===== config.mk =====
export PLATFORM = sky130hd
export DESIGN_NAME = keypad_col_scanner
export DESIGN_NICKNAME = d
export VERILOG_FILES = /design/src/rtl/keypad_pkg.sv /design/src/rtl/keypad_row_prienc.sv /design/src/rtl/keypad_col_scanner.sv
export SDC_FILE = /design/constraint.sdc
export NUM_CORES = 1
export LEC_CHECK = 0
export BUFFER_PORTS_ARGS = -buffer_cell sky130_fd_sc_hd__buf_2
export CELL_PAD_IN_SITES_DETAIL_PLACEMENT = 0
export CELL_PAD_IN_SITES_GLOBAL_PLACEMENT = 1
export CORE_MARGIN = 4
export CORE_UTILIZATION = 38
export DETAILED_ROUTE_END_ITERATION = 12
export PLACE_DENSITY_LB_ADDON = 0.3
export SLEW_MARGIN = 40
export SYNTH_ARGS = -nofsm -noshare
export SYNTH_HDL_FRONTEND = slang
export SYNTH_SLANG_ARGS = --single-unit
export TNS_END_PERCENT = 1

===== constraint.sdc =====
create_clock -name clk -period 1.4 [get_ports clk]
set_input_delay 0.28 -clock clk [delete_from_list [all_inputs] [get_ports clk]]
set_output_delay 0.28 -clock clk [all_outputs]
set_load 0.005 [all_outputs]

===== src/rtl/keypad_pkg.sv =====
// keypad_pkg: shared types and constants for the 4x4 keypad column scanner.
//   scan_state_t : scanner FSM states
//   ROWS_IDLE    : row bus value with no key pressed (active-low, pulled up)
//   N_ROWS/N_COLS: matrix geometry
//   key_code_t   : row*4 + col key code
package keypad_pkg;

    localparam int N_ROWS = 4;
    localparam int N_COLS = 4;

    localparam logic [N_ROWS-1:0] ROWS_IDLE = 4'hF;

    typedef logic [3:0] key_code_t;

    typedef enum logic [1:0] {
        S_DRIVE,
        S_DEBOUNCE,
        S_REPORT,
        S_RELEASE
    } scan_state_t;

endpackage


===== src/rtl/keypad_row_prienc.sv =====
// keypad_row_prienc: combinational lowest-zero priority encoder for the
// active-low row bus.
//   rows_n      : row lines, 0 = pressed
//   row_idx     : index of the lowest-numbered pressed row (0 when none)
//   any_pressed : at least one row reads 0
module keypad_row_prienc
    import keypad_pkg::*;
(
    input  logic [N_ROWS-1:0] rows_n,
    output logic [1:0]        row_idx,
    output logic              any_pressed
);

    always_comb begin
        row_idx     = 2'd0;
        any_pressed = ~&rows_n;
        // Walk from the top down so the lowest pressed row is written last.
        for (int i = N_ROWS - 1; i >= 0; i--) begin
            if (!rows_n[i]) row_idx = i[1:0];
        end
    end

endmodule


===== src/rtl/keypad_col_scanner.sv =====
// keypad_col_scanner: strobes the keypad columns one at a time (active low),
// debounces a press on the driven column, reports one key code per press and
// waits for a debounced release before scanning again.
//   clk, rst_n   : clock, synchronous active-low reset
//   filas_in     : row lines, active-low
//   columnas_out : one-hot-low column drive
//   key_valid    : one-cycle pulse when key_code is updated
//   key_code     : row*4 + col of the last accepted key
//   key_held     : high from key_valid until the release is debounced
module keypad_col_scanner
    import keypad_pkg::*;
#(
    parameter int SETTLE_CYCLES  = 2,
    parameter int STABLE_SAMPLES = 4
) (
    input  logic              clk,
    input  logic              rst_n,
    input  logic [N_ROWS-1:0] filas_in,
    output logic [N_COLS-1:0] columnas_out,
    output logic              key_valid,
    output key_code_t         key_code,
    output logic              key_held
);

    localparam int SW = $clog2(SETTLE_CYCLES + 1);
    localparam int KW = $clog2(STABLE_SAMPLES + 1);

    localparam logic [SW-1:0] SETTLE_LAST = SW'(SETTLE_CYCLES - 1);
    // Compare against N-1 so the counter never has to hold N+1.
    localparam logic [KW-1:0] STABLE_LAST = KW'(STABLE_SAMPLES - 1);

    scan_state_t       state, state_nxt;
    logic [1:0]        col_idx, col_nxt;
    logic [SW-1:0]     settle_cnt, settle_nxt;
    logic [KW-1:0]     stab_cnt, stab_nxt;
    logic [KW-1:0]     rel_cnt, rel_nxt;
    logic [N_ROWS-1:0] ref_rows, ref_nxt;
    logic              key_valid_nxt, key_held_nxt;
    key_code_t         key_code_nxt;
    logic [N_COLS-1:0] cols_nxt;

    logic [1:0]        ref_row;
    logic              ref_any;

    keypad_row_prienc u_prienc (
        .rows_n      (ref_rows),
        .row_idx     (ref_row),
        .any_pressed (ref_any)
    );

    always_ff @(posedge clk) begin
        if (!rst_n) begin
            state        <= S_DRIVE;
            col_idx      <= 2'd0;
            settle_cnt   <= '0;
            stab_cnt     <= '0;
            rel_cnt      <= '0;
            ref_rows     <= ROWS_IDLE;
            key_valid    <= 1'b0;
            key_code     <= '0;
            key_held     <= 1'b0;
            columnas_out <= 4'b1110;
        end else begin
            state        <= state_nxt;
            col_idx      <= col_nxt;
            settle_cnt   <= settle_nxt;
            stab_cnt     <= stab_nxt;
            rel_cnt      <= rel_nxt;
            ref_rows     <= ref_nxt;
            key_valid    <= key_valid_nxt;
            key_code     <= key_code_nxt;
            key_held     <= key_held_nxt;
            columnas_out <= cols_nxt;
        end
    end

    always_comb begin
        state_nxt     = state;
        col_nxt       = col_idx;
        settle_nxt    = settle_cnt;
        stab_nxt      = stab_cnt;
        rel_nxt       = rel_cnt;
        ref_nxt       = ref_rows;
        key_valid_nxt = 1'b0;
        key_code_nxt  = key_code;
        key_held_nxt  = key_held;

        unique case (state)
            S_DRIVE: begin
                if (settle_cnt == SETTLE_LAST) begin
                    settle_nxt = '0;
                    if (filas_in == ROWS_IDLE) begin
                        col_nxt = col_idx + 2'd1;
                    end else begin
                        ref_nxt   = filas_in;
                        stab_nxt  = KW'(1);
                        state_nxt = S_DEBOUNCE;
                    end
                end else begin
                    settle_nxt = settle_cnt + SW'(1);
                end
            end

            S_DEBOUNCE: begin
                if (filas_in == ROWS_IDLE) begin
                    // Bounce back to idle: drop the candidate, keep scanning.
                    stab_nxt   = '0;
                    col_nxt    = col_idx + 2'd1;
                    settle_nxt = '0;
                    state_nxt  = S_DRIVE;
                end else if (filas_in == ref_rows) begin
                    if (stab_cnt == STABLE_LAST) begin
                        stab_nxt  = '0;
                        state_nxt = S_REPORT;
                    end else begin
                        stab_nxt = stab_cnt + KW'(1);
                    end
                end else begin
                    // Row pattern changed while still pressed: restart on it.
                    ref_nxt  = filas_in;
                    stab_nxt = KW'(1);
                end
            end

            S_REPORT: begin
                rel_nxt   = '0;
                state_nxt = S_RELEASE;
                if (ref_any) begin
                    key_valid_nxt = 1'b1;
                    key_held_nxt  = 1'b1;
                    key_code_nxt  = {ref_row, col_idx};
                end
            end

            S_RELEASE: begin
                if (filas_in == ROWS_IDLE) begin
                    if (rel_cnt == STABLE_LAST) begin
                        rel_nxt      = '0;
                        key_held_nxt = 1'b0;
                        col_nxt      = col_idx + 2'd1;
                        settle_nxt   = '0;
                        state_nxt    = S_DRIVE;
                    end else begin
                        rel_nxt = rel_cnt + KW'(1);
                    end
                end else begin
                    rel_nxt = '0;
                end
            end

            default: state_nxt = S_DRIVE;
        endcase

        // Column drive is registered alongside col_idx so both move together.
        cols_nxt = ~(4'b0001 << col_nxt);
    end

endmodule

Yosys cells after proc, flatten, opt, wreduce, memory -nomap -nowiden
Cells that the tools add are included.
{"block": "totals", "ff_bits": 26, "input_bits": 6, "out_inout_bits": 10, "word_cells": 86}
{"block": "op_classes", "addsub": 4, "n_eq_ne": 18, "shifts": 1, "mux": 39, "n_bitwise": 2, "n_reduce_logical": 12}
{"cell": "2-to-1 mux 2 bit", "n": 17}
{"cell": "2-to-1 mux 3 bit", "n": 7}
{"cell": "2-to-1 mux 4 bit", "n": 4}
{"cell": "inequality test 2 bit (second input constant)", "n": 8}
{"cell": "one-hot mux 2 bit (3 select lines)", "n": 2}
{"cell": "one-hot mux 3 bit (2 select lines)", "n": 2}
{"cell": "AND reduction 4 bit", "n": 3}
{"cell": "one-hot mux 2 bit (4 select lines)", "n": 1}
{"cell": "one-hot mux 4 bit (2 select lines)", "n": 1}
{"cell": "adder 3 x 1 -> 3 bit (second input constant)", "n": 2}
{"cell": "== test 3 x 2 -> 1 bit (second input constant)", "n": 2}
{"cell": "inequality test 3 bit (second input constant)", "n": 2}
{"cell": "AND reduction 6 bit", "n": 1}
{"cell": "AND reduction 5 bit", "n": 1}
{"cell": "adder 2 x 1 -> 2 bit (second input constant)", "n": 2}
{"cell": "== test 2 x 1 -> 1 bit (second input constant)", "n": 2}
{"cell": "== test 2 bit (second input constant)", "n": 2}
{"cell": "== test 4 bit", "n": 1}
{"cell": "== test 4 bit (second input constant)", "n": 1}
{"cell": "2-to-1 mux 1 bit", "n": 4}
{"cell": "inverter 4 bit", "n": 1}
{"cell": "AND reduction 2 bit", "n": 2}
{"cell": "nonzero test 2 bit", "n": 2}
{"cell": "left shift 1 x 2 -> 4 bit (first input constant)", "n": 1}
{"cell": "5 further kinds", "n": 5}

Logic depth before layout (Yosys ltp)
Gate-level depths: netlist of the first run.
{"block": "depth", "word_depth": 6, "mapped_depth": 6}

Cells and area by module
Synthesis of the first run repeated with hierarchy kept, for this count alone.
{"block": "hier_totals", "hier_cells": 133, "hier_area_um2": 1183.6}
{"module": "keypad_col_scanner", "instances": 1, "cells_per_inst": 128, "area_each_um2": 1154.9}
{"module": "keypad_row_prienc", "instances": 1, "cells_per_inst": 5, "area_each_um2": 28.8}

Worst setup path before layout of the first run
OpenSTA, ideal clock, no wires.
{"block": "synth_timing", "path_type": "reg2reg", "startpoint": "register rel_cnt[0]", "endpoint": "register columnas_out[0]", "setup_ns": 0.116, "arrival_ns": 1.329, "path_slack_ns": -0.044, "stages_incl_launch_ff": 7, "path_buffers": 0, "synth_period_minus_slack_ns": 1.444, "path_cell_list": "dfxtp_1 -> ha_1 -> and2b_1 -> nand2_1 -> a21oi_2 -> or3_1 -> and3_1"}
{"block": "synth_between", "elab_chain_len": 6}
{"item": "start: declaration", "line": "keypad_col_scanner.sv:36", "text": "logic [KW-1:0] rel_cnt, rel_nxt;"}
{"item": "start signal: assignment", "line": "keypad_col_scanner.sv:68", "text": "rel_cnt <= rel_nxt;"}
{"item": "== test 3 x 2 -> 1 bit", "line": "keypad_col_scanner.sv:137", "text": "if (rel_cnt == STABLE_LAST) begin"}
{"item": "2-to-1 mux 2 bit", "line": "keypad_col_scanner.sv:137"}
{"item": "2-to-1 mux 2 bit", "line": "keypad_col_scanner.sv:136", "text": "if (filas_in == ROWS_IDLE) begin"}
{"item": "one-hot mux 2 bit (3 select lines)", "line": "keypad_col_scanner.sv:88", "text": "unique case (state)"}
{"item": "left shift 1 x 2 -> 4 bit", "line": "keypad_col_scanner.sv:155", "text": "cols_nxt = ~(4'b0001 << col_nxt);"}
{"item": "inverter 4 bit", "line": "keypad_col_scanner.sv:155"}
{"item": "end signal: assignment", "line": "keypad_col_scanner.sv:73", "text": "columnas_out <= cols_nxt;"}
{"item": "end: declaration", "line": "keypad_col_scanner.sv:19", "text": "output logic [N_COLS-1:0] columnas_out,"}
Every way passes these cells.
A chain may end at the register's enable or synchronous reset.

Worst setup path in the final report of the first run
{"block": "layout_timing", "startpoint": "register rel_cnt[1]", "endpoint": "register columnas_out[0]"}
The elaborated chain is that of the path after synthesis.

==> impl_metrics.py, run 1 <==
metrics = {
    "logic_synthesis": {
        "synth_nets": 133,
        "synth.ff_latch_count": 26,
        "synth_compound_area_share_pct": 18.15,
        "synthAdderAreaFrac_pct": 2.148,
        "synth_mux_area_share_pct": 5.156,
        "yosysSeqAreaShare_pct": 44.68,
        "synth_area_leader_cell": "dfxtp_1",
        "yosys_warnings": 0,
        "synth-simple-area-share_pct": 23.20,
        "postSynth.topFlopCell": "dfxtp_1",
        "async_flop_share_pct": 0,
        "syn_area_per_cell_um2": 9.319,
        "synth_edf_count": 0,
        "synth_xor_area_share_pct": 3.759,
        "synth_top_family_by_area": "simple AND/OR/NAND/NOR gates",
        "yosysTopAreaCellShare_pct": 44.68,
        "synthTopCellsByCount": "26 x dfxtp_1, 13 x nand2_1, 8 x a21oi_1",
        "synthDistinctLibCells": 39,
        "synth_most_common_cell": "dfxtp_1",
        "syn-instance-count": 125,
        "synthTopCellsByArea": "dfxtp_1 45%, mux2i_1 5.2%, nand2_1 4.2%",
        "netlist_area_um2": 1165,
    },
    "setup_path": {
        "critPathArrivalTime_ns": 1.67,
        "critPathMaxStageDelay_ns": 0.36,
        "critPathLaunchType": "flop",
        "crit_type": "reg -> reg",
        "critPathMaxFanout": 6,
        "end_kind": "flop",
        "path_cells": "ha_4 -> and2b_1 -> nand2_2 -> a21oi_4 -> or3_1 -> and3_1",
        "slowest_stage": "dfxtp_2",
        "required_ns": 1.63,
        "reg2reg_depth": 6,
        "rrSetupSlack_ns": -0.04,
        "path_buf_inv": 0,
        "crit_cells": 6,
        "critPathTopFamily": "simple AND/OR/NAND/NOR gates",
    },
    "timing": {
        "tns_ns": -0.03689,
        "fin_crit_ns": 1.437,
        "rsz0062_at_grt": "yes",
        "fmax_ghz": 0.6959,
        "final_hold_viol_count": 0,
        "fin_crit_sh_pct": 102.6,
        "whs_ns": 0.2126,
        "skew_ns": 0.007896,
        "relSlewSlack_pct": 71.88,
        "worst_pin_slew_ns": 0.4218,
        "finalSetupViolCount": 1,
        "timing.final.ws_setup_ns": -0.03689,
        "report.final.slew_viol_count": 0,
    },
    "clock_network": {
        "clock-sinks": 26,
        "cts.clk_slew.worst_paths_ns": 0.15,
        "cts_buffer_depth": 2,
        "clockRootBuffer": "clkbuf_4",
        "cts-htree-levels": 1,
        "holdBufCountCts": 0,
        "cts_buffers": 3,
        "cts_tree": "done",
        "clk_latency_ns": 0.33,
    },
    "die": {
        "die_area_um2": 4015,
        "die_w_um": 63.37,
        "core_um2": 2853,
        "die_h_um": 63.37,
        "initial_core_util_pct": 40.83,
        "fp-row-count": 19,
        "io_pins": 16,
    },
    "placed_design": {
        "gp_congestion": 0.7920,
        "placed_area_um2": 1356,
        "detailed_place_hpwl_um": 1743,
        "dp_cells": 179,
        "io_buffers": 15,
    },
    "detailed_routing": {
        "wl_per_cell_um": 13.73,
        "drc": 0,
        "wl_um": 2540,
        "vias": 1004,
        "highest_layer": "met4",
        "avgViaCountPerCell": 5.427,
        "drt-met1-wl_um": 1143,
        "met3_length_um": 126,
        "wl_met2_um": 1239,
        "drtPass1Iterations": 4,
        "first_iter_violations": 46,
        "ant_nets": 0,
    },
    "worst_hold_path": {
        "hold_class": "in -> reg",
        "hold_depth": 3,
    },
    "layout": {
        "fin_cells": 185,
        "n_antenna_cell": 0,
        "final_area_um2": 1505,
        "areaGrowthSynthToFinish_pct": 29.22,
        "nets": 163,
        "layout-drive-gt1-share_pct": 34.42,
    },
    "pwr": {
        "p_per_area_nw_per_um2": 1026,
        "p_leak_uw": 0.0006324,
        "p_total_uw": 1544,
        "irDropWorstVdd_mv": 0.5722,
    },
    "grt": {
        "grt_usage_pct": 13.48,
        "grt_first_pass_wirelength_um": 4305,
        "grt-ovfl-total": 0,
        "antenna_found_initial": 0,
        "grt_pass1_vias": 946,
        "grt_max_degree": 27,
    },
    "status": {
        "status": "complete, but fails checks",
        "violations": "negative setup slack",
    },
    "run": {
        "drv_cap": 0,
    },
}
==> power by group <==
group,leakage (µW),internal [µW],switching (µW),total (µW)
combinational,0.000392,110,119,230
clock,0.0000279,290,231,520
sequential,0.000213,768,26.2,794
==> through the flow <==
stage	setup slack [ns]	utilization, %
global route	-0.1226	52.76
finish	-0.03689	52.76
CTS	-0.03559	50.09
global placement	-0.07630	47.54
floorplan	0.004220	-
detailed placement	-0.09056	47.54
==> routing by layer <==
metal	vias to the layer above	GRT usage [%]
met5	-	0
met1	472	16.30
met3	4	2.487
met4	0	5.660
met2	24	23.21
li1	504	-
==> registers in the layout, summed over array words and instances (netlist names), named ones only <==
name / cells
rel_cnt: 3
key_valid: 1
col_idx: 2
stab_cnt: 3
state: 1
key_code: 4
settle_cnt: 2
ref_rows: 4
columnas_out: 4
key_held: 1
==> final timing paths <==
path | startpoint | to
setup / recovery | rel_cnt[1] | columnas_out[0]
hold reg to reg | settle_cnt[1] | settle_cnt[1]
hold / removal | filas_in[2] | ref_rows[2]
setup reg to reg | rel_cnt[1] | columnas_out[0]
==> cell families (layout without fill, tap and decap cells) <==
logic type / Yosys count / after routing
simple gates: 49 / 49
flops: 26 / 26
compound gates: 29 / 29
mux: 6 / 6
buf+inv: 8 / 37
xor+xnor: 5 / 5
fa+ha+maj: 2 / 2
==> area by class of cell <==
type	instances	area, µm²
tap	31	38.79
clock buffer	3	22.52
clock inverter	1	30.03
timing repair buffer	30	187.7
fill	283	1348
inverter	3	11.26
sequential	26	526.8
multi-input combinational	91	688.2
==> placed cells by master (no fill, tap or decap), types with 2 or more instances in the layout <==
| cell | n |
|---|---|
| a21boi_0 | 3 |
| a21oi_1 | 7 |
| and2_1 | 3 |
| and2b_1 | 2 |
| and3_1 | 2 |
| and3b_1 | 2 |
| buf_2 | 15 |
| buf_4 | 15 |
| clkbuf_4 | 3 |
| dfxtp_1 | 21 |
| dfxtp_2 | 5 |
| inv_1 | 3 |
| mux2i_1 | 6 |
| nand2_1 | 12 |
| nand2b_1 | 2 |
| nand3_1 | 5 |
| nand4_1 | 2 |
| nor2_1 | 3 |
| nor2b_1 | 4 |
| nor3_1 | 2 |
| nor3b_1 | 2 |
| nor4_2 | 2 |
| o211a_1 | 2 |
| o21ai_1 | 2 |
| xnor2_1 | 4 |
==> tightest hold or removal path: cells and delay by family <==
kind	cells	cell delay, ns
mux	1	0.07
buf+inv	1	0.11
simple gates	1	0.05
==> what timing repair did <==
item	CTS	global route
endpoints found under the setup margin	13	18
pin swaps	0	6
gates resized for setup	6	14
buffers inserted	0	2
(Power assumes the default switching activity.)
==> run 2: changes to the inputs <==
--- a/config.mk
+++ b/config.mk
@@ -12,6 +12,7 @@
 export CORE_UTILIZATION = 38
 export DETAILED_ROUTE_END_ITERATION = 12
 export PLACE_DENSITY_LB_ADDON = 0.3
+export SETUP_SLACK_MARGIN = 0.3
 export SLEW_MARGIN = 40
 export SYNTH_ARGS = -nofsm -noshare
 export SYNTH_HDL_FRONTEND = slang
==> run 2 against run 1 <==
Compared with the run above:
- the flow still finishes with violations (negative setup slack)
- cell count decreased by 0.54%
- via count decreased by 4.3%
- die area unchanged
- hold slack improved by 0.015 ns
- clock-buffer cell count unchanged
- critical path depth decreased by 1
- total power decreased by 13%
- cell area decreased by 1.1%
- largest cell class unchanged
==> impl_metrics.py, run 2 (same netlist as run 1, synthesis figures left out) <==
metrics = {
    "placed_design": {
        "pre_cts_slack_ns": -0.06192,
        "detailed_place_hpwl_um": 1699,
        "io_buffers": 15,
        "gp_congestion": 0.8035,
        "placed_area_um2": 1358,
    },
    "worst_hold_path": {
        "hold_class": "in -> reg",
    },
    "pwr": {
        "p_total_uw": 1342,
        "p_sw_uw": 352.1,
        "p_leak_uw": 0.0006155,
        "p_per_area_nw_per_um2": 901.3,
        "pwr-share-clk_pct": 23.0,
        "irDropWorstVdd_mv": 0.5326,
        "p_sw_share_pct": 26.24,
        "seqPwrFrac_pct": 59.3,
        "power_frac_comb_pct": 17.7,
        "intPower_uw": 989.9,
    },
    "detailed_routing": {
        "wl_um": 2330,
        "drtPass1Iterations": 4,
        "vias": 961,
        "avgViaCountPerCell": 5.223,
        "first_iter_violations": 28,
        "drc": 0,
        "ant_nets": 0,
        "wl_per_cell_um": 12.66,
    },
    "timing": {
        "whs_ns": 0.2278,
        "report.final.slew_viol_count": 0,
        "rsz0062_at_grt": "yes",
        "worst_pin_slew_ns": 0.4020,
        "timing.final.ws_setup_ns": -0.001562,
        "final_hold_viol_count": 0,
        "relSlewSlack_pct": 73.20,
        "fin_crit_sh_pct": 100.1,
        "fmax_ghz": 0.7135,
        "finalSetupViolCount": 1,
        "fin_crit_ns": 1.402,
        "skew_ns": 0.004146,
    },
    "grt": {
        "grt_first_pass_wirelength_um": 4347,
        "grt_pass1_vias": 995,
        "grt-ovfl-total": 0,
        "antenna_found_initial": 0,
        "grt_max_degree": 27,
        "grt_usage_pct": 13.19,
    },
    "die": {
        "die_area_um2": 4015,
        "die_h_um": 63.37,
        "io_pins": 16,
        "core_um2": 2853,
        "fp-row-count": 19,
        "initial_core_util_pct": 40.83,
        "die_w_um": 63.37,
    },
    "clock_network": {
        "clk_latency_ns": 0.31,
        "cts-htree-levels": 1,
        "cts_tree": "done",
        "cts_buffer_depth": 2,
        "clockRootBuffer": "clkbuf_4",
        "clock-sinks": 26,
        "cts_buffers": 3,
        "cts.clk_slew.worst_paths_ns": 0.13,
    },
    "layout": {
        "largestRegisters": "columnas_out x4, key_code x4, ref_rows x4",
        "nets": 163,
        "final_area_um2": 1489,
        "areaGrowthSynthToFinish_pct": 27.82,
        "final_common_cell": "dfxtp_1",
        "layout-drive-gt1-share_pct": 36.60,
        "mostFrequentLayoutCells": "17 x dfxtp_1, 15 x buf_2, 14 x buf_4, 12 x nand2_1, 9 x dfxtp_2",
        "n_antenna_cell": 0,
    },
    "setup_path": {
        "end_kind": "flop",
        "crit_type": "reg -> reg",
        "critPathArrivalTime_ns": 1.62,
        "critPathMaxStageDelay_ns": 0.35,
        "required_ns": 1.62,
        "slowest_stage": "dfxtp_2",
        "path_cells": "and2b_2 -> o21ai_4 -> a21oi_4 -> or3_1 -> and3_1",
        "critPathLaunchType": "flop",
        "critPathMaxFanout": 6,
    },
    "run": {
        "drv_cap": 0,
    },
    "status": {
        "violations": "negative setup slack",
        "status": "complete, but fails checks",
    },
}
==> run 2: cell type report <==
cell class / instances / area [µm²]
timing repair buffer: 30 / 191.4
multi-input combinational: 91 / 693.2
sequential: 26 / 531.8
clock buffer: 3 / 22.52
inverter: 3 / 11.26
tap: 31 / 38.79
fill: 278 / 1364
==> run 2: per-stage QoR <==
step / util, % / instances / TNS, ns
detailed placement: 47.59 / 179 / -0.2502
CTS: 51.27 / 184 / -0.02466
finish: 52.19 / 184 / -0.001562
global route: 52.19 / 184 / -0.5038
floorplan: - / 125 / 0
global placement: 47.59 / 179 / -0.07016
==> run 2: timing repair <==
item	in CTS	in global routing
hold buffers	0	0
setup endpoints to repair	26	30
resized for setup	18	9
pin swaps	14	4
buffers inserted	2	0
==> run 2: layer usage <==
metal	up-vias	routed length [µm]	global-route usage, %
met5	-	0	0
met4	0	20	2.426
met3	4	84	3.730
met2	14	1127	23.08
met1	442	1097	16.12
li1	501	-	-
==> run 2: worst paths after layout <==
kind | startpoint | to | slack (ns) | cells after the start
worst max register to register | settle_cnt[1] | columnas_out[0] | -0.002 | 5
worst min register to register | settle_cnt[1] | settle_cnt[1] | 0.45 | 2
worst max-delay path | settle_cnt[1] | columnas_out[0] | -0.002 | 5
worst min-delay path | filas_in[2] | ref_rows[2] | 0.23 | 3
==> run 2: power groups by stage <==
stage	sequential (µW)	combinational (µW)	clock (µW)
2_1_floorplan	805	135	0
6_report	796	238	308
3_5_place_dp	808	207	0
3_3_place_gp	806	204	0
5_1_grt	801	264	352
4_1_cts	795	229	328
==> run 2: critical path, delay by kind of cell (launching register included) <==
family / cells / cell delay [ns]
AO/OA/AOI/OAI: 2 / 0.26
flip-flops: 1 / 0.35
AND/OR/NAND/NOR: 3 / 0.70
==> run 3: changes to the inputs <==
--- a/config.mk
+++ b/config.mk
@@ -13,6 +13,7 @@
 export DETAILED_ROUTE_END_ITERATION = 12
 export PLACE_DENSITY_LB_ADDON = 0.3
 export SETUP_SLACK_MARGIN = 0.3
+export SKIP_CTS_REPAIR_TIMING = 1
 export SLEW_MARGIN = 40
 export SYNTH_ARGS = -nofsm -noshare
 export SYNTH_HDL_FRONTEND = slang
==> run 3 against run 2 <==
Compared with the run above:
- the run still ends with negative setup slack left
- clock-buffer cell count unchanged
- clock power about the same
- via count decreased by 0.10%
- register-to-register slack got worse by 0.02 ns
- combinational power decreased by 2%
- critical path depth unchanged
- cell area decreased by 2.7%
==> impl_metrics.py, run 3 (same netlist as run 1, synthesis figures left out) <==
metrics = {
    "detailed_routing": {
        "ant_nets": 0,
        "drc": 0,
        "drtPass1Iterations": 4,
        "vias": 960,
        "first_iter_violations": 37,
        "wl_per_cell_um": 12.55,
        "wl_um": 2296,
        "avgViaCountPerCell": 5.246,
    },
    "pwr": {
        "p_per_area_nw_per_um2": 921.0,
        "irDropWorstVdd_mv": 0.5340,
        "p_leak_uw": 0.0006121,
    },
    "placed_design": {
        "pre_cts_slack_ns": -0.06192,
        "io_buffers": 15,
        "gp_congestion": 0.8035,
        "detailed_place_hpwl_um": 1699,
        "dp_cells": 179,
    },
    "die": {
        "fp-row-count": 19,
        "die_area_um2": 4015,
        "io_pins": 16,
        "die_h_um": 63.37,
        "die_w_um": 63.37,
        "core_um2": 2853,
        "initial_core_util_pct": 40.83,
    },
    "layout": {
        "n_antenna_cell": 0,
        "layout-drive-gt1-share_pct": 32.89,
        "mostFrequentLayoutCells": "20 x dfxtp_1, 15 x buf_2, 13 x buf_4, 11 x nand2_1, 8 x a21oi_1",
        "areaGrowthSynthToFinish_pct": 24.38,
        "final_common_cell": "dfxtp_1",
        "fin_cells": 183,
        "nets": 162,
        "largestRegisters": "columnas_out x4, key_code x4, ref_rows x4",
    },
    "worst_hold_path": {
        "hold_class": "in -> reg",
    },
    "setup_path": {
        "r2r_end": "columnas_out[0]",
        "startpoint": "settle_cnt[1]",
        "required_ns": 1.62,
        "critPathLaunchType": "flop",
        "end_kind": "flop",
        "critPathMaxFanout": 6,
        "rrSetupSlack_ns": -0.03,
        "rr_startpoint": "settle_cnt[1]",
        "critPathArrivalTime_ns": 1.65,
        "reg2reg_depth": 5,
        "crit_end": "columnas_out[0]",
        "crit_type": "reg -> reg",
    },
    "grt": {
        "grt_pass1_vias": 933,
        "grt_usage_pct": 12.56,
        "antenna_found_initial": 0,
        "grt_max_degree": 27,
        "grt-ovfl-total": 0,
        "grt_first_pass_wirelength_um": 4126,
    },
    "timing": {
        "worst_pin_slew_ns": 0.4010,
        "rsz0062_at_grt": "yes",
        "timing.final.ws_setup_ns": -0.02507,
        "fin_crit_ns": 1.425,
        "report.final.slew_viol_count": 0,
        "fin_crit_sh_pct": 101.8,
        "relSlewSlack_pct": 73.27,
        "final_hold_viol_count": 0,
        "finalSetupViolCount": 1,
        "whs_ns": 0.2303,
        "skew_ns": 0.003146,
        "fmax_ghz": 0.7017,
    },
    "clock_network": {
        "cts_buffers": 3,
        "cts.clk_slew.worst_paths_ns": 0.13,
        "clk_latency_ns": 0.31,
        "cts_tree": "done",
        "cts_buffer_depth": 2,
        "clockRootBuffer": "clkbuf_4",
        "cts-htree-levels": 1,
        "clock-sinks": 26,
    },
    "status": {
        "violations": "negative setup slack",
        "status": "complete, but fails checks",
    },
    "run": {
        "drv_cap": 0,
    },
}
-- run 3: cell types whose count changed in the layout (fill, tap and decap cells not counted), sizes merged --
cell  delta
buf      -1
-- run 3: layout make-up --
| type | count | area, µm² |
|---|---|---|
| Fill cell | 287 | 1404 |
| Inverter | 3 | 11.26 |
| Clock buffer | 3 | 22.52 |
| Tap cell | 31 | 38.79 |
| Multi-Input combinational cell | 91 | 661.9 |
| Sequential cell | 26 | 530.5 |
| Timing Repair Buffer | 29 | 183.9 |
-- run 3: per-stage QoR --
step / instance area [µm²] / TNS [ns] / util, % / total power, µW
2_1_floorplan: 1169 / 0 / - / 939.8
3_3_place_gp: 1358 / -0.07016 / 47.59 / 1009
3_5_place_dp: 1358 / -0.2502 / 47.59 / 1015
4_1_cts: 1380 / -0.4003 / 48.38 / 1328
5_1_grt: 1449 / -0.7621 / 50.79 / 1411
6_report: 1449 / -0.02507 / 50.79 / 1334
-- run 3: worst max-delay path: stages (launching register included) --
cell	delay, ns
dfxtp_2	0.35
and2b_2	0.24
o21ai_4	0.19
a21oi_4	0.10
or3_1	0.30
and3_1	0.16
-- run 3: metal layers --
metal  GRT usage [%]  part of all wire (%)  vias up
met2           20.99                    47       13
met4           2.426                  0.52        0
li1                -                     -      497
met1           16.00                    49      448
met5               0                     0        -
met3           3.730                   3.3        2
-- run 3: worst min path at each step --
| stage | endpoint | depth (start not counted) | start | slack, ns |
|---|---|---|---|---|
| 6_report | ref_rows[2] | 3 | filas_in[2] | 0.23 |
| 5_1_grt | ref_rows[1] | 3 | filas_in[1] | 0.22 |
| 4_1_cts | ref_rows[2] | 3 | filas_in[2] | 0.21 |
| 3_5_place_dp | settle_cnt[1] | 2 | settle_cnt[1] | 0.43 |
| 3_3_place_gp | settle_cnt[1] | 2 | settle_cnt[1] | 0.43 |
| 2_1_floorplan | ref_rows[0] | 2 | filas_in[0] | 0.41 |
-- run 3: report_power, final --
group	internal, µW	leakage, µW	switching [µW]	total (µW)
Combinational	120	0.000385	113	233
Clock	101	0.0000138	206	307
Sequential	768	0.000213	26.2	794
Total	988	0.000612	346	1330
